[src/rtl/iq_pkg.sv]
// Shared definitions for the issue-queue select/broadcast slice.
//   IQ_DEPTH  : number of issue-queue entries (entry 0 is the oldest)
//   FU_*      : 2-bit functional-unit class encoding carried per entry (3 is reserved)
//   iq_addr_t : entry index as driven on the grant address buses
package iq_pkg;

    localparam int unsigned IQ_DEPTH = 16;

    localparam logic [1:0] FU_ALU = 2'd0;
    localparam logic [1:0] FU_MUL = 2'd1;
    localparam logic [1:0] FU_LS  = 2'd2;

    typedef logic [4:0] iq_addr_t;

endpackage

[src/rtl/iq_find_first.sv]
// Lowest-set-bit finder. The lowest index is the oldest entry, so this is an
// oldest-first picker.
// Ports:
//   req   : request vector
//   found : at least one request bit is set
//   idx   : index of the lowest set bit (0 when found is low)
module iq_find_first
    import iq_pkg::*;
#(
    parameter int unsigned WIDTH = 16
) (
    input  logic [WIDTH-1:0] req,
    output logic             found,
    output iq_addr_t         idx
);

    always_comb begin
        found = 1'b0;
        idx   = '0;
        // Scan downwards so the last hit wins, leaving the lowest index.
        for (int i = int'(WIDTH) - 1; i >= 0; i--) begin
            if (req[i]) begin
                found = 1'b1;
                idx   = iq_addr_t'(i);
            end
        end
    end

endmodule

[src/rtl/issue_select.sv]
// Select-and-broadcast side of the 16-entry compacting issue queue.
// Picks the oldest ready entries for ALU0, ALU1, MUL and LS, registers the
// grant/address pairs, and drives the four destination-tag broadcast buses at
// each unit's result latency.
//
// Ports:
//   clk, rst_n           : clock, synchronous active-low reset
//   flush                : pipeline flush (suppresses selection, drops in-flight state)
//   entry_valid/rdy      : per-entry occupied / both sources ready
//   entry_fu             : 2 bits per entry (0 ALU, 1 MUL, 2 LS, 3 reserved)
//   entry_prd            : PRF_WIDTH destination tag per entry
//   ls_ready             : LSU can accept an op this cycle
//   ls_done_valid/tag    : returning load result
//   grant_*/addr_*       : registered issue grants and entry indices
//   tag_bus0..3/tag_vld0..3 : broadcast tags for ALU0, ALU1, MUL, LS
//
// Build option: ISSUE_SPEC_WAKEUP_EN drives the ALU broadcasts combinationally
// from the same-cycle selection (speculative wakeup for back-to-back ALU issue).
// MUL_LAT must lie in 1..7.
module issue_select
    import iq_pkg::*;
#(
    parameter int unsigned PRF_WIDTH = 6,
    parameter int unsigned MUL_LAT   = 3
) (
    input  logic                          clk,
    input  logic                          rst_n,
    input  logic                          flush,
    input  logic [IQ_DEPTH-1:0]           entry_valid,
    input  logic [IQ_DEPTH-1:0]           entry_rdy,
    input  logic [2*IQ_DEPTH-1:0]         entry_fu,
    input  logic [IQ_DEPTH*PRF_WIDTH-1:0] entry_prd,
    input  logic                          ls_ready,
    input  logic                          ls_done_valid,
    input  logic [PRF_WIDTH-1:0]          ls_done_tag,
    output logic                          grant_alu0,
    output logic                          grant_alu1,
    output logic                          grant_mul,
    output logic                          grant_ls,
    output iq_addr_t                      addr_alu0,
    output iq_addr_t                      addr_alu1,
    output iq_addr_t                      addr_mul,
    output iq_addr_t                      addr_ls,
    output logic [PRF_WIDTH-1:0]          tag_bus0,
    output logic [PRF_WIDTH-1:0]          tag_bus1,
    output logic [PRF_WIDTH-1:0]          tag_bus2,
    output logic [PRF_WIDTH-1:0]          tag_bus3,
    output logic                          tag_vld0,
    output logic                          tag_vld1,
    output logic                          tag_vld2,
    output logic                          tag_vld3
);

    logic [IQ_DEPTH-1:0]  inflight_q;
    logic [IQ_DEPTH-1:0]  cand;
    logic [IQ_DEPTH-1:0]  alu_mask;
    logic [IQ_DEPTH-1:0]  alu_mask2;
    logic [IQ_DEPTH-1:0]  mul_mask;
    logic [IQ_DEPTH-1:0]  ls_mask;
    logic [IQ_DEPTH-1:0]  sel_onehot;
    logic [PRF_WIDTH-1:0] prd [IQ_DEPTH];

    logic     sel_alu0_vld, sel_alu1_vld, sel_mul_vld, sel_ls_vld;
    iq_addr_t sel_alu0_idx, sel_alu1_idx, sel_mul_idx, sel_ls_idx;
    logic [PRF_WIDTH-1:0] sel_alu0_tag, sel_alu1_tag, sel_mul_tag;

    // Candidate masks. Reset and flush both gate selection so that any
    // combinational consumer of the selection stays quiet in those cycles.
    always_comb begin
        cand     = '0;
        alu_mask = '0;
        mul_mask = '0;
        ls_mask  = '0;
        for (int i = 0; i < int'(IQ_DEPTH); i++) begin
            prd[i]      = entry_prd[i*PRF_WIDTH +: PRF_WIDTH];
            cand[i]     = entry_valid[i] & entry_rdy[i] & ~inflight_q[i] & ~flush & rst_n;
            alu_mask[i] = cand[i] & (entry_fu[2*i +: 2] == FU_ALU);
            mul_mask[i] = cand[i] & (entry_fu[2*i +: 2] == FU_MUL);
            ls_mask[i]  = cand[i] & (entry_fu[2*i +: 2] == FU_LS) & ls_ready;
        end
    end

    // Clearing the lowest set bit leaves the mask for the second-oldest ALU op.
    assign alu_mask2 = alu_mask & (alu_mask - {{(IQ_DEPTH-1){1'b0}}, 1'b1});

    iq_find_first #(.WIDTH(IQ_DEPTH)) u_ff_alu0 (
        .req   (alu_mask),
        .found (sel_alu0_vld),
        .idx   (sel_alu0_idx)
    );

    iq_find_first #(.WIDTH(IQ_DEPTH)) u_ff_alu1 (
        .req   (alu_mask2),
        .found (sel_alu1_vld),
        .idx   (sel_alu1_idx)
    );

    iq_find_first #(.WIDTH(IQ_DEPTH)) u_ff_mul (
        .req   (mul_mask),
        .found (sel_mul_vld),
        .idx   (sel_mul_idx)
    );

    iq_find_first #(.WIDTH(IQ_DEPTH)) u_ff_ls (
        .req   (ls_mask),
        .found (sel_ls_vld),
        .idx   (sel_ls_idx)
    );

    assign sel_alu0_tag = prd[sel_alu0_idx[3:0]];
    assign sel_alu1_tag = prd[sel_alu1_idx[3:0]];
    assign sel_mul_tag  = prd[sel_mul_idx[3:0]];

    always_comb begin
        sel_onehot = '0;
        if (sel_alu0_vld) sel_onehot[sel_alu0_idx[3:0]] = 1'b1;
        if (sel_alu1_vld) sel_onehot[sel_alu1_idx[3:0]] = 1'b1;
        if (sel_mul_vld)  sel_onehot[sel_mul_idx[3:0]]  = 1'b1;
        if (sel_ls_vld)   sel_onehot[sel_ls_idx[3:0]]   = 1'b1;
    end

    // Grant registers and the inflight mask. Selection is already zero under
    // flush, so the plain load clears everything on a flush edge.
    logic     grant_alu0_q, grant_alu1_q, grant_ls_q;
    iq_addr_t addr_alu0_q, addr_alu1_q, addr_mul_q, addr_ls_q;

    always_ff @(posedge clk) begin
        if (!rst_n) begin
            inflight_q   <= '0;
            grant_alu0_q <= 1'b0;
            grant_alu1_q <= 1'b0;
            grant_ls_q   <= 1'b0;
            addr_alu0_q  <= '0;
            addr_alu1_q  <= '0;
            addr_mul_q   <= '0;
            addr_ls_q    <= '0;
        end else begin
            inflight_q   <= sel_onehot;
            grant_alu0_q <= sel_alu0_vld;
            grant_alu1_q <= sel_alu1_vld;
            grant_ls_q   <= sel_ls_vld;
            addr_alu0_q  <= sel_alu0_vld ? sel_alu0_idx : '0;
            addr_alu1_q  <= sel_alu1_vld ? sel_alu1_idx : '0;
            addr_mul_q   <= sel_mul_vld  ? sel_mul_idx  : '0;
            addr_ls_q    <= sel_ls_vld   ? sel_ls_idx   : '0;
        end
    end

    // MUL pipe: stage 0 is the grant register itself, the remaining MUL_LAT-1
    // stages carry the tag so the last stage lines up with the result.
    // Tags only advance alongside a valid, so the bus holds its last value.
    logic                 mul_vld_q [MUL_LAT];
    logic [PRF_WIDTH-1:0] mul_tag_q [MUL_LAT];

    always_ff @(posedge clk) begin
        if (!rst_n) begin
            for (int k = 0; k < int'(MUL_LAT); k++) begin
                mul_vld_q[k] <= 1'b0;
                mul_tag_q[k] <= '0;
            end
        end else begin
            mul_vld_q[0] <= sel_mul_vld;
            if (sel_mul_vld) mul_tag_q[0] <= sel_mul_tag;
            for (int k = 1; k < int'(MUL_LAT); k++) begin
                mul_vld_q[k] <= mul_vld_q[k-1] & ~flush;
                if (mul_vld_q[k-1] & ~flush) mul_tag_q[k] <= mul_tag_q[k-1];
            end
        end
    end

    // LS broadcast is just a one-cycle register of the returning load.
    logic                 tag_vld3_q;
    logic [PRF_WIDTH-1:0] tag_bus3_q;

    always_ff @(posedge clk) begin
        if (!rst_n) begin
            tag_vld3_q <= 1'b0;
            tag_bus3_q <= '0;
        end else begin
            tag_vld3_q <= ls_done_valid & ~flush;
            if (ls_done_valid & ~flush) tag_bus3_q <= ls_done_tag;
        end
    end

`ifdef ISSUE_SPEC_WAKEUP_EN
    // Speculative wakeup: broadcast the ALU tags in the selection cycle. The
    // last-value registers only keep the buses stable between broadcasts.
    logic [PRF_WIDTH-1:0] alu0_last_q, alu1_last_q;

    always_ff @(posedge clk) begin
        if (!rst_n) begin
            alu0_last_q <= '0;
            alu1_last_q <= '0;
        end else begin
            if (sel_alu0_vld) alu0_last_q <= sel_alu0_tag;
            if (sel_alu1_vld) alu1_last_q <= sel_alu1_tag;
        end
    end

    assign tag_vld0 = sel_alu0_vld;
    assign tag_vld1 = sel_alu1_vld;
    assign tag_bus0 = sel_alu0_vld ? sel_alu0_tag : alu0_last_q;
    assign tag_bus1 = sel_alu1_vld ? sel_alu1_tag : alu1_last_q;
`else
    // Tags are captured at selection so a compaction after the grant cannot
    // disturb them, then broadcast the cycle after the grant.
    logic [PRF_WIDTH-1:0] alu0_tag_q, alu1_tag_q;
    logic [PRF_WIDTH-1:0] tag_bus0_q, tag_bus1_q;
    logic                 tag_vld0_q, tag_vld1_q;

    always_ff @(posedge clk) begin
        if (!rst_n) begin
            alu0_tag_q <= '0;
            alu1_tag_q <= '0;
            tag_bus0_q <= '0;
            tag_bus1_q <= '0;
            tag_vld0_q <= 1'b0;
            tag_vld1_q <= 1'b0;
        end else begin
            if (sel_alu0_vld) alu0_tag_q <= sel_alu0_tag;
            if (sel_alu1_vld) alu1_tag_q <= sel_alu1_tag;
            tag_vld0_q <= grant_alu0_q & ~flush;
            tag_vld1_q <= grant_alu1_q & ~flush;
            if (grant_alu0_q & ~flush) tag_bus0_q <= alu0_tag_q;
            if (grant_alu1_q & ~flush) tag_bus1_q <= alu1_tag_q;
        end
    end

    assign tag_vld0 = tag_vld0_q;
    assign tag_vld1 = tag_vld1_q;
    assign tag_bus0 = tag_bus0_q;
    assign tag_bus1 = tag_bus1_q;
`endif

    assign grant_alu0 = grant_alu0_q;
    assign grant_alu1 = grant_alu1_q;
    assign grant_mul  = mul_vld_q[0];
    assign grant_ls   = grant_ls_q;
    assign addr_alu0  = addr_alu0_q;
    assign addr_alu1  = addr_alu1_q;
    assign addr_mul   = addr_mul_q;
    assign addr_ls    = addr_ls_q;
    assign tag_vld2   = mul_vld_q[MUL_LAT-1];
    assign tag_bus2   = mul_tag_q[MUL_LAT-1];
    assign tag_vld3   = tag_vld3_q;
    assign tag_bus3   = tag_bus3_q;

endmodule

[config.mk]
export PLATFORM = sky130hd
export DESIGN_NAME = issue_select
export DESIGN_NICKNAME = d
export VERILOG_FILES = /design/src/rtl/iq_pkg.sv /design/src/rtl/iq_find_first.sv /design/src/rtl/issue_select.sv
export SDC_FILE = /design/constraint.sdc
export NUM_CORES = 1
export LEC_CHECK = 0
export CORE_ASPECT_RATIO = 0.9
export CORE_MARGIN = 1.5
export CORE_UTILIZATION = 44
export DETAILED_ROUTE_END_ITERATION = 10
export PLACE_DENSITY = 0.84
export SETUP_SLACK_MARGIN = 0.05
export SLEW_MARGIN = 25
export SYNTH_ARGS = -nofsm -noshare
export SYNTH_HDL_FRONTEND = slang
export SYNTH_SLANG_ARGS = --single-unit
[constraint.sdc]
create_clock -name clk -period 3.8 [get_ports clk]
set_clock_uncertainty 0.2 [all_clocks]
set_input_delay 0.76 -clock clk [delete_from_list [all_inputs] [get_ports clk]]
set_output_delay 0.76 -clock clk [all_outputs]
set_load 0.005 [all_outputs]
==> run_results.csv <==
group,metric,value,unit
worst_setup_path,r2r_cells,13,
clock_tree,hold_buffers,0,
drt,dr.first_iter.drc_count,1588,
placement,hpwl,26.74,mm
timing,tightest_slew,0.8804,ns
timing,fmax,0.2614,GHz
timing,setup_slack,-0.02578,ns
logic_synthesis,ys_seq_area_frac,0.2639,
placement,place.gp.congestion,1.076,
worst_setup_path,max_stage_delay,0.49,ns
clock_tree,cts_buffers,9,
logic_synthesis,syn_area_per_cell,8.457,sq um
clock_tree,cts-root-buf,"clkbuf_16",
floorplan,die_area,0.01768,sq mm
logic_synthesis,synth_cells,879,
clock_tree,clock_latency,0.38,ns
worst_setup_path,required,3.77,ns
run_status,violations,"setup timing",
timing,finalCriticalPeriod,3.826,ns
worst_setup_path,cp_max_fo,6,
drt,drc,0,
min_path,hold_path_class,"register to register",
logic_synthesis,yosysWarnings,0,
timing,slew_headroom,0.4109,
run_status,status,"finished, violations left",
clock_tree,cts_buffer_depth,2,
logic_synthesis,synth_top_flop_cell,"dfxtp_1",
logic_synthesis,synthTopCellsByCount,"mux2i_1, nor2_1, dfxtp_1, nand2_1, a21oi_1",
logic_synthesis,synth_area_leader_cell,"dfxtp_1",
timing,post-route-period-util,1.007,
placement,portBuffers,218,
grt,grt.total_usage,0.3876,
worst_setup_path,critical-path-top-delay-family,"buffers and inverters",
floorplan,start_util,0.4546,
floorplan,die_y,126.3,um
power_and_ir_drop,ir_drop,0.0002223,V
logic_synthesis,syn-cell-area,0.007433,sq mm
timing,final_max_slew_viol_count,0,
clock_tree,htree_levels,3,
finish,syn2layout_area_growth,76.08,%
grt,grt_pass1_vias,9532,
finish,drive_gt1_frac,0.3673,
clock_tree,cts_tree,"done",
floorplan,ioPinCount,223,
logic_synthesis,yosys-top-cells-area,"dfxtp_1, mux2i_1, edfxtp_1",
min_path,hold_path_depth,1,
clock_tree,cts.clk_slew.worst_paths,0.08,ns
drt,vias,10120,
power_and_ir_drop,p_leak,5.647,nW
drt,viasPerCell,6.440,
worst_setup_path,cp_slowest_cell,"clkdlybuf4s50_1",
grt,gr-total-overflow,0,
worst_setup_path,path_buf_inv,4,
worst_setup_path,critPathLaunchType,"input pin",
logic_synthesis,synth_edf_count,18,
grt,grt_antenna_before_repair,1,
logic_synthesis,ys_seq_elements,89,
grt,grt_pass1_wl,52.80,mm
drt,post_drt_wl_per_cell,23.95,um
worst_setup_path,worst_ep_arrival_time,3.80,ns
run,max_cap_viol_count,0,
power_and_ir_drop,powerDensity,236.3,mW/mm^2
worst_setup_path,worst-path-stages,13,
worst_setup_path,cp_common_cell,"buf_4",
drt,ant_nets,0,
logic_synthesis,synth_cell_types,94,
floorplan,core_area,0.01635,sq mm
timing,setup_viol_count_final,2,
floorplan,die_w,140.0,um
drt,drt-total-wl,37.65,mm
worst_setup_path,path_cells,"clkdlybuf4s50_1, buf_4, nor3_1, nor2_1, a21oi_2, o221ai_2, a221oi_2, buf_4, nand2_1, buf_4, nor2_1, a21oi_1, a31oi_2",
grt,grt_start_max_net_pins,19,
finish,post-route-util,0.8005,
clock_tree,clock-sinks,89,
floorplan,std_cell_rows,44,
logic_synthesis,synth_top_area_share,0.1912,
logic_synthesis,yosysMostFrequentCell,"mux2i_1",
drt,first_pass_iters,8,
worst_setup_path,crit_type,"input pin to register",
timing,hold_slack,0.2963,ns
finish,layout.nets,1530,
logic_synthesis,async_reset_ff_frac,0,
worst_setup_path,worstSetupEndpointType,"register",
timing,finalHoldViolCount,0,
-- path summary, 6_finish.rpt --
| check | startpoint | end | slack [ns] |
|---|---|---|---|
| min reg2reg | grant_alu1 | tag_vld1 | 0.30 |
| max reg2reg | inflight_q[6] | alu1_tag_q[2] | 0.26 |
| max | entry_fu[23] | mul_tag_q[0][5] | -0.03 |
| min | grant_alu1 | tag_vld1 | 0.30 |
-- flip-flops by register name, summed over array words and instances, names as in the netlist --
register and count:
alu0_tag_q 6, tag_vld3 1, addr_ls 4, addr_mul 4, tag_vld0 1, grant_ls 1
addr_alu1 4, addr_alu0 4, alu1_tag_q 6, tag_bus0 6, tag_bus3 6, grant_alu0 1
mul_tag_q 18, mul_vld_q 3, grant_alu1 1, tag_vld1 1, tag_bus1 6, inflight_q 16
-- layer usage --
metal	vias to the layer above	share of wire	global-route usage
li1	4304	-	-
met1	4703	0.37	0.4987
met2	891	0.43	0.6146
met3	225	0.14	0.1185
met4	0	0.054	0.1430
met5	-	0	0
-- through the flow --
| step | total power [mW] | setup slack (ns) | instances | cell area (sq um) | TNS [ns] |
|---|---|---|---|---|---|
| 6_report | 3.093 | -0.02578 | 1572 | 13090 | -0.03066 |
| 5_1_grt | 3.164 | -0.03326 | 1571 | 13090 | -0.06347 |
| 4_1_cts | 2.979 | 0.02176 | 1555 | 12600 | 0 |
| 3_5_place_dp | 1.986 | -0.7554 | 1508 | 11550 | -21.41 |
| 3_3_place_gp | 1.969 | -0.7382 | 1508 | 11550 | -18.71 |
| 2_1_floorplan | 1.447 | 0.05638 | 882 | 7455 | 0 |
-- power by group --
part	leakage [nW]	internal, mW	switching, mW
clock network	0.143	0.465	0.473
logic	4.74	0.583	0.527
registers	0.764	1.02	0.0223
total	5.65	2.07	1.02
-- repair_timing --
item,CTS,global route
setup buffers,27,20
gates cloned,5,0
endpoints found under the hold margin,0,0
resized for setup,143,137
pin swaps,57,64
setup endpoints to repair,30,31
-- cells by family (layout without fill, tap and decap cells) --
family | count (synthesis) | in the layout | synth area share
and+or+nand+nor | 327 | 327 | 0.2424
other | 1 | 5 | 0.0005045
DFF | 89 | 89 | 0.2639
AOI/OAI and AO/OA | 243 | 243 | 0.2355
buffers and inverters | 75 | 557 | 0.05942
adders and majority gates | 2 | 2 | 0.002693
xor gates and xnor gates | 1 | 1 | 0.001178
muxes | 141 | 141 | 0.1944
-- cell type report --
class / count / area (sq um)
antenna: 1 / 2.502
clock buffer: 9 / 225.2
clock inverter: 7 / 72.57
fill: 989 / 3262
inverter: 19 / 83.83
multi-input combinational: 718 / 5754
sequential: 89 / 1962
tap: 207 / 259.0
timing repair buffer: 520 / 4702
timing repair inverter: 2 / 27.53
-- placed cells by master, fill, tap and decap left out, types with 16 or more instances in the layout --
| cell | instances |
|---|---|
| a21oi_1 | 33 |
| a22oi_1 | 16 |
| and2_1 | 26 |
| buf_4 | 264 |
| buf_6 | 26 |
| clkbuf_2 | 16 |
| clkdlybuf4s50_1 | 160 |
| dfxtp_1 | 71 |
| dlymetal6s2s_1 | 27 |
| edfxtp_1 | 18 |
| inv_1 | 16 |
| mux2_2 | 22 |
| mux2i_1 | 111 |
| nand2_1 | 64 |
| nor2_1 | 65 |
| nor2b_1 | 25 |
| o21ai_0 | 28 |
| o22ai_1 | 17 |
(Power assumes the default switching activity.)
